File: src/rtl/sonar_array_ctrl.sv
// sonar_array_ctrl: Wishbone front-end for an array of sonar channels,
// with mic-clock, PDM/PCM strobe generation and maskable interrupts.
module sonar_array_ctrl #(
    parameter int         N_CH     = 8,
    parameter int         CH_AW    = 4,
    parameter int         DW       = 16,
    parameter int         PRE_W    = 10,
    parameter int         DIV_W    = 4,
    parameter int         ACK_TMO  = 15,
    parameter logic [3:0] BASE_NIB = 4'h3
) (
    input  logic               wb_clk_i,
    input  logic               wb_rst_i,
    input  logic               wbs_cyc_i,
    input  logic               wbs_stb_i,
    input  logic               wbs_we_i,
    input  logic [3:0]         wbs_sel_i,
    input  logic [31:0]        wbs_adr_i,
    input  logic [31:0]        wbs_dat_i,
    output logic               wbs_ack_o,
    output logic [31:0]        wbs_dat_o,
    output logic [N_CH-1:0]    ch_valid_o,
    output logic [CH_AW-1:0]   ch_adr_o,
    output logic [DW-1:0]      ch_dat_o,
    output logic               ch_strb_o,
    input  logic [N_CH-1:0]    ch_ack_i,
    input  logic [N_CH*DW-1:0] ch_dat_i,
    input  logic [N_CH-1:0]    ch_cmp_i,
    output logic               ch_clear_o,
    output logic               mclk_o,
    output logic               ce_pdm_o,
    output logic               ce_pcm_o,
    output logic               irq_o
);

    localparam int CHW = (N_CH > 1) ? $clog2(N_CH) : 1;
    localparam int TW  = $clog2(ACK_TMO + 1);
    localparam int XW  = 32 - DW;

    localparam logic [N_CH-1:0]  CH_ONE   = 1;
    localparam logic [DIV_W-1:0] DIV_ONE  = 1;
    localparam logic [DIV_W-1:0] DIV_MIN  = 2;
    localparam logic [DIV_W-1:0] DIV_RST  = 5;
    localparam logic [PRE_W-1:0] PRE_ONE  = 1;
    localparam logic [PRE_W-1:0] PRE_RST  = 49;
    localparam logic [TW-1:0]    TMO_LAST = TW'(ACK_TMO - 1);
    localparam logic [TW-1:0]    TMO_ONE  = 1;

    typedef enum logic [1:0] {
        S_IDLE,
        S_CH_WAIT,
        S_ACK
    } state_t;

    state_t r_state;
    state_t w_state_nx;

    logic [9:0]        w_word;
    logic [9:0]        w_chsel;
    logic              w_hit;
    logic              w_is_csr;
    logic              w_is_ch;
    logic [31:0]       w_bmask;
    logic [31:0]       w_csr_rdat;
    logic [DW-1:0]     w_ch_rd;
    logic              w_go_csr;
    logic              w_go_ch;
    logic              w_ch_done;
    logic              w_ch_tmo;
    logic              w_abort;

    logic              r_ack;
    logic [31:0]       r_dat;
    logic [N_CH-1:0]   r_valid;
    logic [CHW-1:0]    r_ch;
    logic [CH_AW-1:0]  r_ch_adr;
    logic [DW-1:0]     r_ch_dat;
    logic              r_ch_strb;
    logic [TW-1:0]     r_tmo_cnt;

    logic [PRE_W-1:0]  r_pre;
    logic [N_CH-1:0]   r_pend;
    logic [N_CH-1:0]   r_mask;
    logic              r_mask_tmo;
    logic [DIV_W-1:0]  r_div;
    logic              r_tmo_flag;
    logic              r_clear;
    logic [N_CH-1:0]   r_cmp;
    logic [N_CH-1:0]   r_cmp_q;
    logic              r_irq;

    logic              w_csr_we;
    logic              w_we_sts;
    logic              w_we_pre;
    logic              w_we_pend;
    logic              w_we_mask;
    logic              w_we_div;
    logic              w_we_ctrl;
    logic [DIV_W-1:0]  w_div_new;
    logic [N_CH-1:0]   w_pclr;
    logic [N_CH-1:0]   w_rise;

    logic [DIV_W-1:0]  r_mcnt;
    logic [DIV_W-1:0]  r_div_act;
    logic              r_mclk;
    logic              r_pdm;
    logic              w_mwrap;
    logic [PRE_W-1:0]  r_pcnt;
    logic              r_pcm;
    logic              w_pfire;

    logic              w_unused;

    assign w_word   = wbs_adr_i[11:2];
    assign w_chsel  = (w_word - 10'd16) >> CH_AW;
    assign w_hit    = wbs_cyc_i & wbs_stb_i & (wbs_adr_i[31:28] == BASE_NIB);
    assign w_is_csr = (w_word < 10'd16);
    assign w_is_ch  = !w_is_csr && (w_chsel < 10'(N_CH));
    assign w_bmask  = {{8{wbs_sel_i[3]}}, {8{wbs_sel_i[2]}},
                       {8{wbs_sel_i[1]}}, {8{wbs_sel_i[0]}}};
    assign w_ch_rd  = ch_dat_i[r_ch*DW +: DW];
    assign w_unused = &{1'b0, wbs_adr_i[27:12], wbs_adr_i[1:0], wbs_dat_i};

    always_ff @(posedge wb_clk_i or posedge wb_rst_i) begin
        if (wb_rst_i) begin
            r_state <= S_IDLE;
        end else begin
            r_state <= w_state_nx;
        end
    end

    always_comb begin
        w_state_nx = r_state;
        w_go_csr   = 1'b0;
        w_go_ch    = 1'b0;
        w_ch_done  = 1'b0;
        w_ch_tmo   = 1'b0;
        w_abort    = 1'b0;
        case (r_state)
            S_IDLE: begin
                if (w_hit) begin
                    if (w_is_ch) begin
                        w_state_nx = S_CH_WAIT;
                        w_go_ch    = 1'b1;
                    end else begin
                        w_state_nx = S_ACK;
                        w_go_csr   = 1'b1;
                    end
                end
            end
            S_CH_WAIT: begin
                if (!wbs_cyc_i) begin
                    w_state_nx = S_IDLE;
                    w_abort    = 1'b1;
                end else if (ch_ack_i[r_ch]) begin
                    w_state_nx = S_ACK;
                    w_ch_done  = 1'b1;
                end else if (r_tmo_cnt == TMO_LAST) begin
                    w_state_nx = S_ACK;
                    w_ch_tmo   = 1'b1;
                end
            end
            S_ACK:   w_state_nx = S_IDLE;
            default: w_state_nx = S_IDLE;
        endcase
    end

    always_comb begin
        w_csr_rdat = '0;
        if (w_is_csr) begin
            case (w_word[3:0])
                4'd0: begin
                    w_csr_rdat[N_CH-1:0] = r_cmp;
                    w_csr_rdat[31]       = r_tmo_flag;
                end
                4'd1: w_csr_rdat[PRE_W-1:0] = r_pre;
                4'd2: w_csr_rdat[N_CH-1:0]  = r_pend;
                4'd3: begin
                    w_csr_rdat[N_CH-1:0] = r_mask;
                    w_csr_rdat[31]       = r_mask_tmo;
                end
                4'd4: w_csr_rdat[DIV_W-1:0] = r_div;
                default: w_csr_rdat = '0;
            endcase
        end
    end

    always_ff @(posedge wb_clk_i or posedge wb_rst_i) begin
        if (wb_rst_i) begin
            r_ack     <= 1'b0;
            r_dat     <= '0;
            r_valid   <= '0;
            r_ch      <= '0;
            r_ch_adr  <= '0;
            r_ch_dat  <= '0;
            r_ch_strb <= 1'b0;
            r_tmo_cnt <= '0;
        end else begin
            r_ack <= (w_state_nx == S_ACK);
            if (w_go_csr) begin
                r_dat <= w_csr_rdat;
            end else if (w_ch_done) begin
                r_dat <= {{XW{w_ch_rd[DW-1]}}, w_ch_rd};
            end else if (w_ch_tmo) begin
                r_dat <= '0;
            end
            if (w_go_ch) begin
                r_valid   <= CH_ONE << w_chsel[CHW-1:0];
                r_ch      <= w_chsel[CHW-1:0];
                r_ch_adr  <= w_word[CH_AW-1:0];
                r_ch_dat  <= {wbs_dat_i[31], wbs_dat_i[DW-2:0]};
                r_ch_strb <= wbs_we_i & wbs_sel_i[0];
                r_tmo_cnt <= '0;
            end else if (w_ch_done || w_ch_tmo || w_abort) begin
                r_valid <= '0;
            end else if (r_state == S_CH_WAIT) begin
                r_tmo_cnt <= r_tmo_cnt + TMO_ONE;
            end
        end
    end

    assign w_csr_we  = w_go_csr & wbs_we_i & w_is_csr;
    assign w_we_sts  = w_csr_we && (w_word[3:0] == 4'd0);
    assign w_we_pre  = w_csr_we && (w_word[3:0] == 4'd1);
    assign w_we_pend = w_csr_we && (w_word[3:0] == 4'd2);
    assign w_we_mask = w_csr_we && (w_word[3:0] == 4'd3);
    assign w_we_div  = w_csr_we && (w_word[3:0] == 4'd4);
    assign w_we_ctrl = w_csr_we && (w_word[3:0] == 4'd5);

    assign w_div_new = (r_div & ~w_bmask[DIV_W-1:0])
                     | (wbs_dat_i[DIV_W-1:0] & w_bmask[DIV_W-1:0]);
    assign w_pclr    = w_we_pend ? (wbs_dat_i[N_CH-1:0] & w_bmask[N_CH-1:0])
                                 : '0;
    assign w_rise    = r_cmp & ~r_cmp_q;

    // A fresh detection edge survives a same-cycle W1C of its bit.
    always_ff @(posedge wb_clk_i or posedge wb_rst_i) begin
        if (wb_rst_i) begin
            r_pre      <= PRE_RST;
            r_pend     <= '0;
            r_mask     <= '0;
            r_mask_tmo <= 1'b0;
            r_div      <= DIV_RST;
            r_tmo_flag <= 1'b0;
            r_clear    <= 1'b0;
            r_cmp      <= '0;
            r_cmp_q    <= '0;
            r_irq      <= 1'b0;
        end else begin
            r_cmp   <= ch_cmp_i;
            r_cmp_q <= r_cmp;
            r_pend  <= (r_pend & ~w_pclr) | w_rise;
            r_clear <= w_we_ctrl & wbs_dat_i[0] & wbs_sel_i[0];
            r_irq   <= (|(r_pend & r_mask)) | (r_tmo_flag & r_mask_tmo);
            if (w_ch_tmo) begin
                r_tmo_flag <= 1'b1;
            end else if (w_we_sts && wbs_sel_i[3] && wbs_dat_i[31]) begin
                r_tmo_flag <= 1'b0;
            end
            if (w_we_pre) begin
                r_pre <= (r_pre & ~w_bmask[PRE_W-1:0])
                       | (wbs_dat_i[PRE_W-1:0] & w_bmask[PRE_W-1:0]);
            end
            if (w_we_mask) begin
                r_mask <= (r_mask & ~w_bmask[N_CH-1:0])
                        | (wbs_dat_i[N_CH-1:0] & w_bmask[N_CH-1:0]);
                if (wbs_sel_i[3]) begin
                    r_mask_tmo <= wbs_dat_i[31];
                end
            end
            if (w_we_div) begin
                r_div <= (w_div_new < DIV_MIN) ? DIV_MIN : w_div_new;
            end
        end
    end

    assign w_mwrap = (r_mcnt >= (r_div_act - DIV_ONE));
    assign w_pfire = (r_pcnt >= r_pre);

    // Divider changes are deferred to the wrap so no mclk phase is truncated.
    always_ff @(posedge wb_clk_i or posedge wb_rst_i) begin
        if (wb_rst_i) begin
            r_mcnt    <= '0;
            r_div_act <= DIV_RST;
            r_mclk    <= 1'b0;
            r_pdm     <= 1'b0;
            r_pcnt    <= '0;
            r_pcm     <= 1'b0;
        end else begin
            r_mcnt <= w_mwrap ? '0 : (r_mcnt + DIV_ONE);
            if (w_mwrap) begin
                r_div_act <= r_div;
            end
            r_mclk <= (r_mcnt < (r_div_act >> 1));
            r_pdm  <= (r_mcnt == DIV_ONE);
            r_pcnt <= w_pfire ? '0 : (r_pcnt + PRE_ONE);
            r_pcm  <= w_pfire;
        end
    end

    assign wbs_ack_o  = r_ack;
    assign wbs_dat_o  = r_dat;
    assign ch_valid_o = r_valid;
    assign ch_adr_o   = r_ch_adr;
    assign ch_dat_o   = r_ch_dat;
    assign ch_strb_o  = r_ch_strb;
    assign ch_clear_o = r_clear;
    assign mclk_o     = r_mclk;
    assign ce_pdm_o   = r_pdm;
    assign ce_pcm_o   = r_pcm;
    assign irq_o      = r_irq;

endmodule
File: config.mk
export PLATFORM = sky130hd
export DESIGN_NAME = sonar_array_ctrl
export DESIGN_NICKNAME = d
export VERILOG_FILES = /design/src/rtl/sonar_array_ctrl.sv
export SDC_FILE = /design/constraint.sdc
export NUM_CORES = 1
export LEC_CHECK = 0
export ABC_AREA = 0
export CAP_MARGIN = 10
export CORE_AREA = 2 2 121 146
export DETAILED_ROUTE_END_ITERATION = 10
export DIE_AREA = 0 0 123 148
export HOLD_SLACK_MARGIN = 0.1
export PLACE_DENSITY = 0.78
export SLEW_MARGIN = 20
export SYNTH_ARGS = -nofsm -noshare
export SYNTH_HDL_FRONTEND = slang
export SYNTH_SLANG_ARGS = --single-unit
File: constraint.sdc
create_clock -name wb_clk_i -period 4.4 [get_ports wb_clk_i]
set_input_delay 0.66 -clock wb_clk_i [delete_from_list [all_inputs] [get_ports wb_clk_i]]
set_output_delay 0.66 -clock wb_clk_i [all_outputs]
set_load 0.02 [all_outputs]
# Word-level counts from Yosys, hierarchy flattened

Cells that the tools add are included.

Register bits: 142
Input port bits: 217
Logic and storage cells: 140

$add $sub $neg: 5
Order comparisons: 7
Equality and inequality tests: 11
Shift operators: 2
Multiplexer cells: 42
Bitwise operators: 27
Reduce and logical (&&, ||, !) cells: 21

Operator list:

| kind                    | number |
|---|---|
| $mux W32                | 4 |
| $shiftx A128 B8 Y16     | 1 |
| $and A8 B8 Y8           | 5 |
| $mux W8                 | 3 |
| $not A8 Y8              | 3 |
| $and A10 B10 Y10        | 2 |
| $mux W4                 | 5 |
| $pmux W4 S5             | 1 |
| $mux W1                 | 18 |
| $or A8 B8 Y8            | 2 |
| $pmux W4 S4             | 1 |
| $eq A4 B2 Y1 const B    | 3 |
| $mux W2                 | 6 |
| $add A10 B1 Y10 const B | 1 |
| $ge A10 B10 Y1          | 1 |
| $lt A10 B5 Y1 const B   | 1 |
| $mux W10                | 1 |
| $not A10 Y10            | 1 |
| $or A10 B10 Y10         | 1 |
| $sub A10 B5 Y10 const B | 1 |
| $logic_and A1 B1 Y1     | 9 |
| $add A4 B1 Y4 const B   | 2 |
| $and A1 B1 Y1           | 8 |
| $and A4 B4 Y4           | 2 |
| other kinds (27)        | 33 |

# Logic depth before layout (Yosys ltp)

Depth in word-level cells: 13
Mapped depth: 9

# Worst setup path after synthesis

No wires, ideal clock.

Path type: input port to flip-flop
From: input port wbs_adr_i[6]
To: register with a tool-made name
Arrival time: 2.395 ns
Setup slack: 1.880 ns
Stages on the path: 7
Cells stage by stage: inv_1 ha_1 or4b_4 nor3_2 and4_1 and3_1 mux2_2

RTL lines:

| element            | line | RTL |
|---|---|---|
| start: declaration | 18   | `input logic [31:0] wbs_adr_i,` |

==> flow_metrics.tcl <==
set metrics [dict create \
    status "finished clean" \
    floorplan.initialDensity 0.421 \
    clock_latency_ps 410 \
    clkTransAtPathRegs_ps 50 \
    number_of_antenna_violations_at_the_first_check_in_global_routing 5 \
    postSynthRegisterBits 127 \
    final_net_count 1121 \
    max_clock_freq_ghz 0.335 \
    pin_count 284 \
    cts_resized 0 \
    power.switching_uw 729 \
    per_cell_routed_wire_length_microns 20.3 \
    postCtsSetupBuffers 0 \
    synth_enable_flop_cells 0 \
    combinationalPowerShare 0.152 \
    cp-start-kind "primary input" \
    async_reset_ff_frac 1.00 \
    critical_path_required_ps 4690 \
    p_per_area_mw_per_mm2 307 \
    grt_pass1_vias 6095 \
    hold_bufs_inserted_after_cts 0 \
    vias 5932 \
    fillCellCount 1410 \
    dr.pass1.iters 5 \
    clkPwrFrac 0.464 \
    maxCapViolations 0 \
    static-leakage-power_nw 4.36 \
    gr-usage-all-layers 0.247 \
    cts_buffers 17 \
    seqPwrFrac 0.385 \
    synth.net_count 892 \
    final_setup_tns_ps 0 \
    grt_max_degree 69 \
    total_setup_violations_reported_at_the_end_of_the_flow 0 \
    netlist_area_sq_mm 0.00707 \
    place_congestion 0.810 \
    area_growth_syn_to_layout_pct 45.6 \
    drc 0 \
    slew_viol_final 0 \
    setup_repair_after_global_routing_missed_its_margin "no" \
    detailedRoute.firstIterationViolations 278 \
    arrival_worst_endpoint_ps 3270 \
    critical_path_class "primary input to flip-flop" \
    rr_worst_depth 6 \
    synth-main-ff-cell "dfrtp_1" \
    synth-seq-area-share 0.451 \
    hpwl_microns 17100 \
    design.die.area_sq_mm 0.0182 \
    cts_tree "yes" \
    power.internal_mw 2.44 \
    detailed_place.area_sq_mm 0.00968 \
    final_critical_period_ps 2980 \
    tightestPinTransition_ps 1030 \
    grt_first_pass_wirelength_microns 33700 \
    fin_skew_ps 9.38 \
    final_layout_size_suffix_gt1_frac 0.131 \
    ys.warnings.count 0 \
    cts_h_tree_depth 4 \
    synthesis.instances 648 \
    power.share.switching 0.230 \
    holdCritPathClass "flip-flop to flip-flop" \
    post_drt_via_cell_ratio 5.35 \
    ctsRootBufferMaster "clkbuf_16" \
    finish.instance_area_sq_mm 0.0103 \
    ctsLongestPathBuffers 2 \
    yosys.cell_types.count 58 \
    sink_count_of_the_clock_tree 127 \
    route.final.wire_length_microns 22500 \
    timing.critical_path.to_type "flip-flop" \
    grt_overflow 0 \
    antenna_left 0 \
    buffer_ports.inserted 248 \
    synth.avg_cell_area_sq_um 10.9 \
    peakVddDrop_uv 201 \
    chipWidth_microns 123 \
    timing.max_slew.rel_slack 0.309 \
    placement_rows 52 \
    hold_depth 0 \
    placeableCoreArea_sq_mm 0.0168 \
    finalCritPeriodShare 0.678 \
    hold_viol 0 \
    die_height_microns 148 \
    worst-path-max-fanout 6 \
]
==> cells in the final DEF (no fill, tap or decap), drive strengths merged, types with 6 or more instances in the layout <==
cell type,count
mux2i,25
a22oi,6
a31oi,10
nand2b,6
xnor2,8
a211oi,12
clkdlybuf4s50,248
o22ai,6
o21ai,13
mux2,29
clkbuf,21
dfstp,7
nand3,20
inv,34
dfrtp,120
a22o,10
a21oi,23
nor2,19
buf,10
nand2,104
nand4,6
nor2b,14
nor3,7
xor2,7
o211ai,11
mux4,32
ha,27
==> path summary, 6_finish.rpt <==
| kind | from | endpoint | slack (ps) |
|---|---|---|---|
| max | wbs_adr_i[6] | flip-flop | 1420 |
| min | r_cmp[4]$_DFF_PP0_ | r_cmp_q[4]$_DFF_PP0_ | 410 |
| max reg2reg | r_ch[0]$_DFFE_PP0P_ | ch_valid_o[3]$_DFFE_PP0P_ | 1720 |
| min reg2reg | r_cmp[4]$_DFF_PP0_ | r_cmp_q[4]$_DFF_PP0_ | 410 |
| max in group asynchronous | wb_rst_i | r_div[0]$_DFFE_PP1P_ | 2780 |
| min in group asynchronous | wb_rst_i | r_cmp[1]$_DFF_PP0_ | 780 |
==> cell families (layout without fill, tap and decap cells) <==
kind of cell    Yosys count  after routing  synth area share
simple gates            199            199             0.138
flops                   127            127             0.451
compound gates          112            112             0.108
mux                      86             86             0.183
buf+inv                  82            324            0.0534
fa+ha+maj                27             27            0.0478
xor+xnor                 15             15            0.0186
other cells               0              2                 0
==> power by group through the flow <==
stage               Sequential [mW]  Clock, mW  Combinational, mW
floorplan                      1.26          0              0.186
global placement               1.24          0              0.475
detailed placement             1.24          0              0.480
CTS                            1.22       1.48              0.483
global route                   1.22       1.54              0.514
finish                         1.22       1.47              0.481
==> final cells by class <==
| type | count | area (sq um) | share of cell area |
|---|---|---|---|
| clock buffer | 21 | 450 | 0.0437 |
| antenna | 2 | 5.00 | 0.000486 |
| multi-input combinational | 439 | 3520 | 0.342 |
| inverter | 34 | 130 | 0.0126 |
| clock inverter | 11 | 164 | 0.0159 |
| tap | 216 | 270 | 0.0262 |
| timing repair buffer | 258 | 2570 | 0.250 |
| sequential | 127 | 3190 | 0.310 |
==> worst max-delay path: stages <==
cell	delay, ps
clkdlybuf4s50_1	520
inv_1	160
ha_1	270
or4b_4	530
nor3_2	230
and4_1	340
and3_1	220
mux2_2	340
==> Yosys cell counts (all sizes together) (7+ instances only) <==
| master | number | area, sq um |
|---|---|---|
| a211oi | 12 | 90.1 |
| a21oi | 23 | 115 |
| a22o | 10 | 87.6 |
| a31oi | 10 | 62.6 |
| buf | 24 | 160 |
| clkbuf | 24 | 90.1 |
| dfrtp | 120 | 3000 |
| dfstp | 7 | 184 |
| ha | 27 | 338 |
| inv | 34 | 128 |
| mux2 | 29 | 327 |
| mux2i | 25 | 250 |
| mux4 | 32 | 721 |
| nand2 | 104 | 390 |
| nand3 | 20 | 100 |
| nor2 | 19 | 71.3 |
| nor2b | 14 | 87.6 |
| nor3 | 7 | 40.0 |
| o211ai | 11 | 82.6 |
| o21ai | 13 | 65.1 |
| xnor2 | 8 | 70.1 |
| xor2 | 7 | 61.3 |
==> metrics by stage <==
stage	util	setup WS, ps	power, mW	instances	hold WS, ps
6_report	0.614	1420	3.17	1108	411
5_1_grt	0.613	1170	3.28	1107	416
4_1_cts	0.613	1410	3.19	1106	411
3_5_place_dp	0.577	997	1.72	1074	397
3_3_place_gp	0.577	1010	1.71	1074	396
2_1_floorplan	-	367	1.45	648	371
==> layer usage <==
layer / vias up / share of wire / GRT usage
met5: - / 0.0016 / 0
met4: 6 / 0.032 / 0.0977
met3: 41 / 0.084 / 0.0806
met2: 229 / 0.51 / 0.435
met1: 2873 / 0.37 / 0.272
li1: 2783 / - / -
No activity file was read; power rests on OpenSTA's default activity.
